$ cat config.mk
export PLATFORM = sky130hd
export DESIGN_NAME = hazard_ctrl
export DESIGN_NICKNAME = d
export VERILOG_FILES = /design/src/rtl/hazard_ctrl.sv
export SDC_FILE = /design/constraint.sdc
export NUM_CORES = 1
export LEC_CHECK = 0
export ABC_AREA = 1
export BUFFER_PORTS_ARGS = -buffer_cell sky130_fd_sc_hd__buf_4
export CELL_PAD_IN_SITES_DETAIL_PLACEMENT = 0
export CELL_PAD_IN_SITES_GLOBAL_PLACEMENT = 1
export CORE_MARGIN = 2
export CORE_UTILIZATION = 25
export DETAILED_ROUTE_END_ITERATION = 7
export HOLD_SLACK_MARGIN = 0.03
export PLACE_DENSITY_LB_ADDON = 0.12
export SYNTH_ARGS = -nofsm -noshare
export SYNTH_HDL_FRONTEND = slang
export SYNTH_SLANG_ARGS = --single-unit
$ cat constraint.sdc
create_clock -name clk -period 2.5 [get_ports clk]
set_clock_uncertainty 0.15 [all_clocks]
set_input_delay 0.25 -clock clk [delete_from_list [all_inputs] [get_ports clk]]
set_output_delay 0.25 -clock clk [all_outputs]
set_load 0.02 [all_outputs]
$ cat src/rtl/hazard_ctrl.sv
// Pipeline hazard unit: load-use/RAW stalls, control flushes, operand forwarding, multi-cycle memory wait.
// Optional feature macro HAZARD_FORWARDING_EN enables E-stage forwarding (otherwise RAW hazards stall).
module hazard_ctrl #(
  parameter int MEM_LATENCY = 3
) (
  input  logic       clk,
  input  logic       rst,
  input  logic [4:0] Rs1D,
  input  logic [4:0] Rs2D,
  input  logic [4:0] Rs1E,
  input  logic [4:0] Rs2E,
  input  logic [4:0] RdE,
  input  logic [4:0] RdM,
  input  logic [4:0] RdW,
  input  logic       RegWriteE,
  input  logic       RegWriteM,
  input  logic       RegWriteW,
  input  logic       ResultSrcE,
  input  logic       PCSrcE,
  input  logic       MemAccessM,
  output logic       StallF,
  output logic       StallD,
  output logic       StallE,
  output logic       StallM,
  output logic       FlushD,
  output logic       FlushE,
  output logic       FlushW,
  output logic [1:0] ForwardAE,
  output logic [1:0] ForwardBE,
  output logic       MemBusy
);

  typedef enum logic [0:0] {IDLE, MEM_WAIT} state_t;

  localparam logic [3:0] CNT_INIT = (MEM_LATENCY > 1) ? 4'(MEM_LATENCY - 2) : 4'd0;

  state_t     state, state_nxt;
  logic [3:0] cnt, cnt_nxt;
  logic       mem_stall;
  logic       data_stall;
  logic [1:0] fwd_a, fwd_b;

  // Destination register rd (non-x0) matches either source
  function automatic logic dep(input logic [4:0] rd, input logic [4:0] a, input logic [4:0] b);
    return (rd != 5'd0) && ((rd == a) || (rd == b));
  endfunction

  function automatic logic [1:0] fwd_sel(input logic [4:0] rs);
    if (RegWriteM && (RdM != 5'd0) && (RdM == rs))
      return 2'b10;
    else if (RegWriteW && (RdW != 5'd0) && (RdW == rs))
      return 2'b01;
    else
      return 2'b00;
  endfunction

  always_ff @(posedge clk) begin
    if (rst) begin
      state <= IDLE;
      cnt   <= 4'd0;
    end else begin
      state <= state_nxt;
      cnt   <= cnt_nxt;
    end
  end

  // MemAccessM is only looked at in IDLE; the held access is ignored while waiting
  always_comb begin
    state_nxt = state;
    cnt_nxt   = cnt;
    mem_stall = 1'b0;
    case (state)
      IDLE: begin
        if (MemAccessM && (MEM_LATENCY > 1)) begin
          mem_stall = 1'b1;
          cnt_nxt   = CNT_INIT;
          state_nxt = MEM_WAIT;
        end
      end
      MEM_WAIT: begin
        if (cnt != 4'd0) begin
          mem_stall = 1'b1;
          cnt_nxt   = cnt - 4'd1;
        end else begin
          state_nxt = IDLE;
        end
      end
      default: state_nxt = IDLE;
    endcase
    if (rst)
      mem_stall = 1'b0;
  end

`ifdef HAZARD_FORWARDING_EN
  always_comb begin
    data_stall = ResultSrcE && RegWriteE && dep(RdE, Rs1D, Rs2D);
    fwd_a      = fwd_sel(Rs1E);
    fwd_b      = fwd_sel(Rs2E);
  end
`else
  // Without forwarding any in-flight producer in E or M must drain first
  logic unused_fwd_inputs;
  assign unused_fwd_inputs = ^{Rs1E, Rs2E, RdW, RegWriteW, ResultSrcE, fwd_sel(5'd0)};

  always_comb begin
    data_stall = (RegWriteE && dep(RdE, Rs1D, Rs2D)) ||
                 (RegWriteM && dep(RdM, Rs1D, Rs2D));
    fwd_a      = 2'b00;
    fwd_b      = 2'b00;
  end
`endif

  always_comb begin
    StallF    = 1'b0;
    StallD    = 1'b0;
    StallE    = 1'b0;
    StallM    = 1'b0;
    FlushD    = 1'b0;
    FlushE    = 1'b0;
    FlushW    = 1'b0;
    ForwardAE = fwd_a;
    ForwardBE = fwd_b;
    MemBusy   = mem_stall;
    if (rst) begin
      FlushD    = 1'b1;
      FlushE    = 1'b1;
      FlushW    = 1'b1;
      ForwardAE = 2'b00;
      ForwardBE = 2'b00;
    end else if (mem_stall) begin
      // Frozen E keeps PCSrcE, so the control flush lands in the first free cycle
      StallF = 1'b1;
      StallD = 1'b1;
      StallE = 1'b1;
      StallM = 1'b1;
      FlushW = 1'b1;
    end else begin
      StallF = data_stall;
      StallD = data_stall;
      FlushE = data_stall || PCSrcE;
      FlushD = PCSrcE;
    end
  end

endmodule

==> impl_metrics.ini <==
[global_routing]
grt_usage_pct = 11.4
grt_max_degree = 6
overflow = 0
antenna_found_initial = 0
grt_pass1_vias = 791
grt_pass1_wl_um = 3020

[clocking]
htreeDepth = 1
cts_buffer_depth = 2
numCtsBuffers = 3
clk-insertion-delay-late_ps = 240
cts.root.buffer_cell = clkbuf_4
hold_buffers = 0
cts_setup_buffers = 0
cts_sinks = 5
path_clk_slew_ps = 40
cts_tree = done
cts_resized = 0

[detailed_routing]
post_drt_wl_per_cell_um = 8.91
drt_wl_total_um = 1800
remaining_drc_errors = 0
vias = 822
first_pass_iters = 4
ant_nets = 0
first_iter_violations = 14
routed_via_density = 4.07

[floorplanning]
core-area_sq_um = 2760
die_width_um = 58.0
dieArea_sq_um = 3370
die_y_um = 58.0
start_util_pct = 26.5
rows = 19
num_io_pins = 55

[critical_path]
worst-setup-path-type = flop to output port
worstRegToRegCells = 7
cp_max_fo = 5
r2r_setup_slack_ps = 990
end_kind = output port
crit_start = cnt[0]
required_ps = 2100
rr_endpoint = cnt[0]
worst_setup_path_start_kind = flop
critPathArrivalTime_ps = 1630
cp-endpoint = StallD
rr_startpoint = cnt[0]

[min_path]
min_path_cells = 4
worstHoldPathType = input pin to flop
hold_path.startpoint = rst

[yosys]
synthTopCellsByCount = nand2_1, inv_1, nor2_1
ys_types = 20
syn_avg_cell_area_sq_um = 5.29
ys_seq_area_share_pct = 13.7
synth_area_leaders = nand2_1, dfxtp_1, inv_1
ys_warn_count = 0
synth-edff-count = 0
yosysTopAreaCell = nand2_1
synth_seq_cells = 5
synth_flop_cell = dfxtp_1
synth_most_common_cell = nand2_1
syn_inst = 138
synthArstFlopShare_pct = 0
synth_area_sq_um = 729
yosysTopAreaCellShare_pct = 25.7

[finish]
fin_util_pct = 36.3
synthToLayoutAreaGrowth_pct = 37.2
n_antenna_cell = 0
fill_cells = 332
layout-drive-gt1-share_pct = 29.2
finalNetCount = 217

[power]
p_sw_share_pct = 39.8
power.density_nw_per_um2 = 392
pwr-share-comb_pct = 51.9
intPower_mw = 0.236
p_clk_share_pct = 24.1
leakagePower_nw = 0.601
p_switching_mw = 0.156
vdd_drop_max_mv = 0.339
power_frac_seq_pct = 24.0

[sta]
hold_viol_final = 0
setup_viol = 0
finalCritPeriodShare_pct = 81.2
finalSetupTns_ps = 0
rsz0062_at_grt = no
fin_crit_ps = 2030
max_freq_ghz = 0.492
slew_viol_final = 0

[placed_design]
routabilityCongestion = 0.793
dp_hpwl_um = 1590
port_buffers = 33

[job]
drv_cap = 0

[outcome]
status = complete, no violations
==> state kept, by name (all words and copies together) (netlist names) <==
name	flops
state	1
cnt	4
==> cell usage in the layout (no fill, tap or decap) <==
cell	count
a21oi_1	2
clkbuf_1	1
nor2_1	13
inv_2	9
nand2_2	1
a21oi_2	1
nand3_1	7
clkinv_1	2
xor2_1	3
buf_4	33
nand2_1	50
dfxtp_1	5
xnor2_1	4
o21ai_1	3
ha_1	2
inv_1	20
nand4_1	3
o21ai_2	2
o21ai_0	2
conb_1	4
clkbuf_4	3
a31oi_2	1
==> area by class of cell <==
class	count	area [sq um]	share of cell area, %
repair buffers	33	248	24.8
inverters	31	116	11.6
well taps	31	38.8	3.88
multi-input cells	98	472	47.1
flip-flops and latches	5	100	10.0
clock buffers	4	26.3	2.63
==> how the worst min path moves through the flow <==
| stage | slack, ps | endpoint |
|---|---|---|
| after floorplan | 270 | cnt[2] |
| after global placement | 340 | cnt[3] |
| after detailed placement | 340 | cnt[2] |
| after CTS | 150 | cnt[2] |
| after global routing | 150 | cnt[2] |
| final | 150 | cnt[2] |
==> routing by layer <==
layer  track usage [%]  up-vias  part of all wire (%)
met5                 0        -                     0
met4              2.33        0                     0
met3              3.57        0                   6.6
met2              19.6       29                    47
met1              13.8      327                    47
li1                  -      466                     -
==> power by group through the flow <==
stage / sequential (mW) / combinational (mW) / clock [mW]
after floorplan: 0.0948 / 0.135 / 0
after global placement: 0.0955 / 0.204 / 0
after detailed placement: 0.0956 / 0.205 / 0
after CTS: 0.0942 / 0.206 / 0.0981
after global routing: 0.0950 / 0.228 / 0.106
final: 0.0942 / 0.204 / 0.0946
==> worst max-delay path: stages, from the launching register on <==
cell,delay (ps)
dfxtp_1,300
inv_1,100
ha_1,230
a31oi_2,310
inv_2,100
nand3_1,100
nand2_1,50
inv_1,80
buf_4,140
==> logic make-up (layout without fill, tap and decap cells) <==
| logic type | count (synthesis) | in the layout | synth area share [%] |
|---|---|---|---|
| compound gates | 11 | 11 | 10.1 |
| buf+inv | 38 | 68 | 23.2 |
| other cells | 1 | 4 | 0.514 |
| flops | 5 | 5 | 13.7 |
| fa+ha+maj | 2 | 2 | 3.43 |
| xor+xnor | 7 | 7 | 8.40 |
| simple gates | 74 | 74 | 40.7 |
==> per-stage QoR <==
step                      setup WS [ps]  total power, mW  instance area (sq um)  cells  hold WS, ps
after floorplan                     714            0.230                    741    141          267
after global placement              724            0.299                    975    198          339
after detailed placement            730            0.301                    975    198          336
after CTS                           463            0.398                   1000    202          146
after global routing                346            0.429                   1000    202          147
final                               469            0.393                   1000    202          149
(Power assumes the default switching activity.)
